$ cat src/rtl/mem_flash_loader_if.sv
// Byte-stream input and flash write port of the boot loader.
// The loader connects through master; the byte source and memory through slave.
interface mem_flash_loader_if #(
  parameter int WIDTH      = 32,
  parameter int ADDR_WIDTH = 11
);
  logic                  in_valid;
  logic [7:0]            in_data;
  logic                  in_ready;
  logic                  flash_en;
  logic [ADDR_WIDTH-1:0] flash_addr;
  logic [WIDTH-1:0]      flash_data;

  modport master (
    input  in_valid, in_data,
    output in_ready, flash_en, flash_addr, flash_data
  );

  modport slave (
    output in_valid, in_data,
    input  in_ready, flash_en, flash_addr, flash_data
  );
endinterface

$ cat src/rtl/mem_flash_loader.sv
// Boot loader: receives a length-prefixed little-endian byte image, writes it
// word by word to the flash port, verifies a trailing checksum, holds busy until done.
module mem_flash_loader #(
  parameter int WIDTH      = 32,
  parameter int ADDR_WIDTH = 11,
  parameter int MAX_WORDS  = (2 ** ADDR_WIDTH) / (WIDTH / 8)
) (
  input  logic               clk,
  input  logic               rst,
  input  logic               restart,
  mem_flash_loader_if.master bus,
  output logic               busy,
  output logic               done,
  output logic               error
);
  localparam int BPW  = WIDTH / 8;
  localparam int LG   = $clog2(BPW);
  localparam int IDXW = 10;

  typedef enum logic [2:0] {
    S_LEN_LO, S_LEN_HI, S_DATA, S_WRITE, S_CHECK, S_DONE, S_ERROR
  } state_t;

  state_t state, state_next;

  logic [7:0]       len_lo;
  logic [15:0]      len;
  logic [LG-1:0]    byte_cnt;
  logic [IDXW-1:0]  word_idx;
  logic [7:0]       csum;
  logic [WIDTH-9:0] word_buf;

  logic             xfer;
  logic             last_byte;
  logic [15:0]      len_rx;
  logic [15:0]      idx_inc;
  logic [WIDTH-1:0] word_shift;

  assign bus.in_ready = rst && (state inside {S_LEN_LO, S_LEN_HI, S_DATA, S_CHECK});
  assign xfer         = bus.in_valid && bus.in_ready;
  assign last_byte    = (byte_cnt == LG'(BPW - 1));
  assign len_rx       = {bus.in_data, len_lo};
  assign idx_inc      = 16'(word_idx) + 16'd1;
  // Newest byte enters at the top, so the first byte of a word ends up in [7:0].
  assign word_shift   = {bus.in_data, word_buf};

  always_ff @(posedge clk) begin
    if (!rst) state <= S_LEN_LO;
    else      state <= state_next;
  end

  always_comb begin
    // NOTE: default first so every path assigns state_next and no latch is inferred.
    state_next = state;
    unique case (state)
      S_LEN_LO: if (xfer) state_next = S_LEN_HI;
      S_LEN_HI: begin
        if (xfer) begin
          if (len_rx > 16'(MAX_WORDS)) state_next = S_ERROR;
          else if (len_rx == 16'd0)    state_next = S_CHECK;
          else                         state_next = S_DATA;
        end
      end
      S_DATA:   if (xfer && last_byte) state_next = S_WRITE;
      S_WRITE:  state_next = (idx_inc < len) ? S_DATA : S_CHECK;
      S_CHECK:  if (xfer) state_next = (bus.in_data == csum) ? S_DONE : S_ERROR;
      S_DONE, S_ERROR: if (restart) state_next = S_LEN_LO;
      default:  state_next = S_LEN_LO;
    endcase
  end

  // Status and strobe are registered from the next state so they align with it.
  always_ff @(posedge clk) begin
    if (!rst) begin
      // NOTE: sequential state uses <= so every register samples pre-edge values.
      bus.flash_en   <= 1'b0;
      bus.flash_addr <= '0;
      bus.flash_data <= '0;
      busy           <= 1'b1;
      done           <= 1'b0;
      error          <= 1'b0;
      len_lo         <= '0;
      len            <= '0;
      byte_cnt       <= '0;
      word_idx       <= '0;
      csum           <= '0;
      word_buf       <= '0;
    end else begin
      bus.flash_en <= (state_next == S_WRITE);
      done         <= (state_next == S_DONE);
      error        <= (state_next == S_ERROR);
      busy         <= !(state_next inside {S_DONE, S_ERROR});
      unique case (state)
        S_LEN_LO: if (xfer) len_lo <= bus.in_data;
        S_LEN_HI: if (xfer) len <= len_rx;
        S_DATA: begin
          if (xfer) begin
            word_buf <= word_shift[WIDTH-1:8];
            csum     <= csum + bus.in_data;
            byte_cnt <= byte_cnt + 1'b1;
            if (last_byte) begin
              bus.flash_addr <= ADDR_WIDTH'({word_idx, {LG{1'b0}}});
              bus.flash_data <= word_shift;
            end
          end
        end
        S_WRITE: word_idx <= word_idx + 1'b1;
        S_DONE, S_ERROR: begin
          if (restart) begin
            len_lo   <= '0;
            len      <= '0;
            byte_cnt <= '0;
            word_idx <= '0;
            csum     <= '0;
          end
        end
        default: ;
      endcase
    end
  end
endmodule

$ cat src/flat_wrapper.sv
// flat-port wrapper written by rule: the top's interface ports become plain ports
module mem_flash_loader_flat 
#(
  parameter int WIDTH      = 32,
  parameter int ADDR_WIDTH = 11,
  parameter int MAX_WORDS  = (2 ** ADDR_WIDTH) / (WIDTH / 8)
)
  (clk, rst, restart, busy, done, error, bus_in_valid, bus_in_data, bus_in_ready, bus_flash_en, bus_flash_addr, bus_flash_data);
  mem_flash_loader_if #(.WIDTH(WIDTH), .ADDR_WIDTH(ADDR_WIDTH)) bus_i ();
  input  logic clk;
  input  logic rst;
  input  logic restart;
  output logic busy;
  output logic done;
  output logic error;
  input wire logic [$bits(bus_i.in_valid)-1:0] bus_in_valid;
  input wire logic [$bits(bus_i.in_data)-1:0] bus_in_data;
  output wire logic [$bits(bus_i.in_ready)-1:0] bus_in_ready;
  output wire logic [$bits(bus_i.flash_en)-1:0] bus_flash_en;
  output wire logic [$bits(bus_i.flash_addr)-1:0] bus_flash_addr;
  output wire logic [$bits(bus_i.flash_data)-1:0] bus_flash_data;
  assign bus_i.in_valid = bus_in_valid;
  assign bus_i.in_data = bus_in_data;
  assign bus_in_ready = bus_i.in_ready;
  assign bus_flash_en = bus_i.flash_en;
  assign bus_flash_addr = bus_i.flash_addr;
  assign bus_flash_data = bus_i.flash_data;
  mem_flash_loader #(.WIDTH(WIDTH), .ADDR_WIDTH(ADDR_WIDTH), .MAX_WORDS(MAX_WORDS)) u_core (.clk(clk), .rst(rst), .restart(restart), .bus(bus_i), .busy(busy), .done(done), .error(error));
endmodule
$ cat config.mk
export PLATFORM = sky130hd
export DESIGN_NAME = mem_flash_loader_flat
export DESIGN_NICKNAME = d
export VERILOG_FILES = /design/src/rtl/mem_flash_loader_if.sv /design/src/rtl/mem_flash_loader.sv /design/src/flat_wrapper.sv
export SDC_FILE = /design/constraint.sdc
export NUM_CORES = 1
export LEC_CHECK = 0
export CORE_ASPECT_RATIO = 2
export CORE_UTILIZATION = 34
export DETAILED_ROUTE_END_ITERATION = 7
export DONT_BUFFER_PORTS = 1
export SLEW_MARGIN = 20
export SYNTH_ARGS = -nofsm -noshare
export SYNTH_HDL_FRONTEND = slang
export SYNTH_SLANG_ARGS = --single-unit
$ cat constraint.sdc
create_clock -name clk -period 2.75 [get_ports clk]
set_input_delay 0.275 -clock clk [delete_from_list [all_inputs] [get_ports clk]]
set_output_delay 0.275 -clock clk [all_outputs]
set_load 0.03 [all_outputs]
==> flow_metrics.env <==
export IMPL_outcome="finished clean"
export IMPL_synth_top_family_by_area="simple AND/OR/NAND/NOR gates"
export IMPL_slowest_stage="dfxtp_1"
export IMPL_drt_initial_drc_count=188
export IMPL_fin_worst_skew_ns=0.00639
export IMPL_h_tree_depth=4
export IMPL_post_place_cells=781
export IMPL_antenna_cells=0
export IMPL_hold_violations=0
export IMPL_cp_start_kind="register"
export IMPL_ys_types=54
export IMPL_yosysSeqAreaShare_pct=44.3
export IMPL_antenna_found_initial=0
export IMPL_relSlewSlack_pct=52.6
export IMPL_numCtsBuffers=17
export IMPL_fin_setup_tns_ns=0
export IMPL_synth_edff_count=0
export IMPL_cts_sinks=116
export IMPL_vias=4245
export IMPL_final_nets=651
export IMPL_grt_overflow_total=0
export IMPL_drtAntennaViolNets=0
export IMPL_ys_seq_elements=116
export IMPL_rows=63
export IMPL_clk_pin_slew_worst_paths_ns=0.05
export IMPL_post_dp_cell_area_sq_mm=0.00538
export IMPL_power_leakage_nw=2.19
export IMPL_yosys_area_share_simple_pct=22.9
export IMPL_finalMaxSlewViolations=0
export IMPL_routed_via_density=5.13
export IMPL_fin_cells=827
export IMPL_crit_top_cell="nand4_1"
export IMPL_gp_congestion=0.849
export IMPL_synthArstFlopShare_pct=0
export IMPL_hold_class="input port to register"
export IMPL_syn2layout_area_growth_pct=17.2
export IMPL_crit_chain="buf_4 > and2_1 > nand4_1 > or2_1 > xnor2_1 > ha_1 > a211oi_2 > nand4_1 > o211a_1 > a21o_1"
export IMPL_synth_ff_type="dfxtp_1"
export IMPL_track_usage_pct=18.0
export IMPL_drc_errors=0
export IMPL_holdWs_ns=0.0127
export IMPL_crit_required_ns=3.06
export IMPL_fillers=1530
export IMPL_grt_pass1_vias=4258
export IMPL_port_buffers=0
export IMPL_die_area_sq_mm=0.0160
export IMPL_critical_path_buf_inv_count=1
export IMPL_fin_crit_sh_pct=93.8
export IMPL_grt_start_max_net_pins=77
export IMPL_fmax_mhz=388
export IMPL_hpwlAfterDp_um=8860
export IMPL_syn_area_sq_mm=0.00525
export IMPL_drt_pre_antenna_iters=4
export IMPL_avgSynthCellArea_sq_um=8.58
export IMPL_end_kind="register"
export IMPL_clock_path_buffers=2
export IMPL_cts_tree="built"
export IMPL_ys_top_cells_by_area="dfxtp_1 44%, nand2_1 11%, a21boi_1 5.6%"
export IMPL_synth_adder_area_share_pct=4.91
export IMPL_cap_violations=0
export IMPL_max_stage_delay_ns=0.33
export IMPL_yosysTopAreaCellShare_pct=44.3
export IMPL_initial_core_util_pct=35.0
export IMPL_core_area_sq_mm=0.0150
export IMPL_synth_compound_area_share_pct=20.0
export IMPL_clk_latency_ns=0.42
export IMPL_routedWlPerCell_um=16.5
export IMPL_fin_crit_ns=2.58
export IMPL_synthCells=611
export IMPL_worst_slew_pin_slew_ns=0.710
export IMPL_crit_arrival_ns=2.89
export IMPL_synth_mux_area_share_pct=0.191
export IMPL_cp_top_family="simple AND/OR/NAND/NOR gates"
export IMPL_ys_warn_count=0
export IMPL_path_class="register to register"
export IMPL_final_core_util_pct=41.0
export IMPL_synth_top_cell_by_area="dfxtp_1"
export IMPL_synth_xor_area_share_pct=2.84
export IMPL_grt_first_pass_wirelength_um=22000
export IMPL_die_width_um=89.8
export IMPL_vdd_drop_max_v=0.000366
export IMPL_drive_gt1_share_pct=9.49
export IMPL_fin_area_sq_mm=0.00615
export IMPL_p_per_area_mw_per_mm2=677
export IMPL_setup_viol=0
export IMPL_cp_max_fo=4
export IMPL_ios=60
export IMPL_cts_root_buf="clkbuf_16"
export IMPL_routed_wl_um=13600
export IMPL_die_height_um=178
stage by stage:
step                      worst slack, ns  power [mW]
after floorplan                     0.209        1.92
after global placement              0.198        1.93
after detailed placement            0.112        1.93
after CTS                          0.0962        4.19
after global routing              -0.0203        4.30
final                               0.171        4.16
what timing repair did:
item,4_1_cts,5_1_grt
resized for setup,0,6
setup buffers,0,1
setup endpoints to repair,0,5
hold endpoints to repair,46,4
hold buffers,11,2
logic make-up (layout without fill, tap and decap cells):
family	after synthesis	after routing
AO/OA/AOI/OAI	145	145
XOR/XNOR	17	17
adder cells (fa/ha/maj)	20	20
buffers and inverters	52	72
flip-flops	116	116
multiplexers	1	1
other	1	2
AND/OR/NAND/NOR	259	259
power by group:
group / internal [mW] / switching [mW]
combinational: 0.0965 / 0.110
clock: 1.42 / 0.811
sequential: 1.70 / 0.0262
layout by cell type, fill, tap and decap left out, types with 6 or more instances in the layout:
cell type      instances
a21oi_1               15
nor2b_1               40
inv_1                 14
a21boi_0              28
nor2_1                23
clkinvlp_4             6
dlygate4sd3_1         12
a22oi_1               34
xor2_1                 6
ha_1                  18
xnor2_1               11
clkbuf_16             17
dfxtp_1              115
and3_1                 7
nand3_1                7
buf_4                 11
nor3_1                 9
nand2_1              151
o21ai_0                8
a21boi_1              39
sequential cells by signal (all words and copies together), names as in the netlist:
register	flops
u_core.bus.flash_en	1
u_core.bus.flash_addr	9
u_core.len	16
u_core.done	1
u_core.word_idx	10
u_core.state	3
u_core.byte_cnt	2
u_core.error	1
u_core.busy	1
u_core.bus.flash_data	32
u_core.csum	8
u_core.word_buf	24
u_core.len_lo	8
final cells by class:
| cell class | count | area, sq um | share of cell area (%) |
|---|---|---|---|
| repair buffers | 24 | 223 | 3.62 |
| flip-flops and latches | 116 | 2320 | 37.8 |
| well taps | 195 | 244 | 3.97 |
| clock buffers | 19 | 433 | 7.04 |
| clock inverters | 13 | 159 | 2.59 |
| multi-input cells | 444 | 2700 | 44.0 |
| inverters | 16 | 62.6 | 1.02 |
worst paths after layout:
path                      startpoint                        to  slack [ns]  cells after the start
setup / recovery  u_core.word_idx[0]               u_core.busy        0.17                     10
hold / removal        bus_in_data[3]       u_core.word_buf[19]        0.01                      2
setup reg to reg  u_core.word_idx[0]               u_core.busy        0.17                     10
hold reg to reg   u_core.word_buf[4]  u_core.bus.flash_data[4]        0.45                      2
per-layer routing:
layer | part of all wire, % | up-vias | global-route usage (%) | wire length [um]
met1 | 38 | 2036 | 17.4 | 5130
met5 | 0 | - | 0 | 0
met2 | 55 | 91 | 34.1 | 7550
met4 | 3.8 | 0 | 11.6 | 516
met3 | 3.1 | 34 | 3.90 | 418
li1 | - | 2084 | - | -
cells in the mapped netlist, types with 2 or more instances:
library cell  instances
a21oi_1              16
and3_1                7
nor3_1                9
o211ai_1              2
buf_4                 7
xnor2_1              11
a21o_1                3
nand4_1               3
a21boi_0             28
nor4_1                3
a22oi_1              34
inv_1                14
nor2_1               23
ha_1                 19
clkbuf_1             17
nand2_1             151
a21boi_1             39
buf_2                10
buf_6                 2
nor2b_1              40
xor2_1                6
and2_1                3
nand3_1               7
o21a_1                3
dfxtp_1             116
nor3_2                2
nor2_2                2
o21ai_0               8
(Power assumes the default switching activity.)
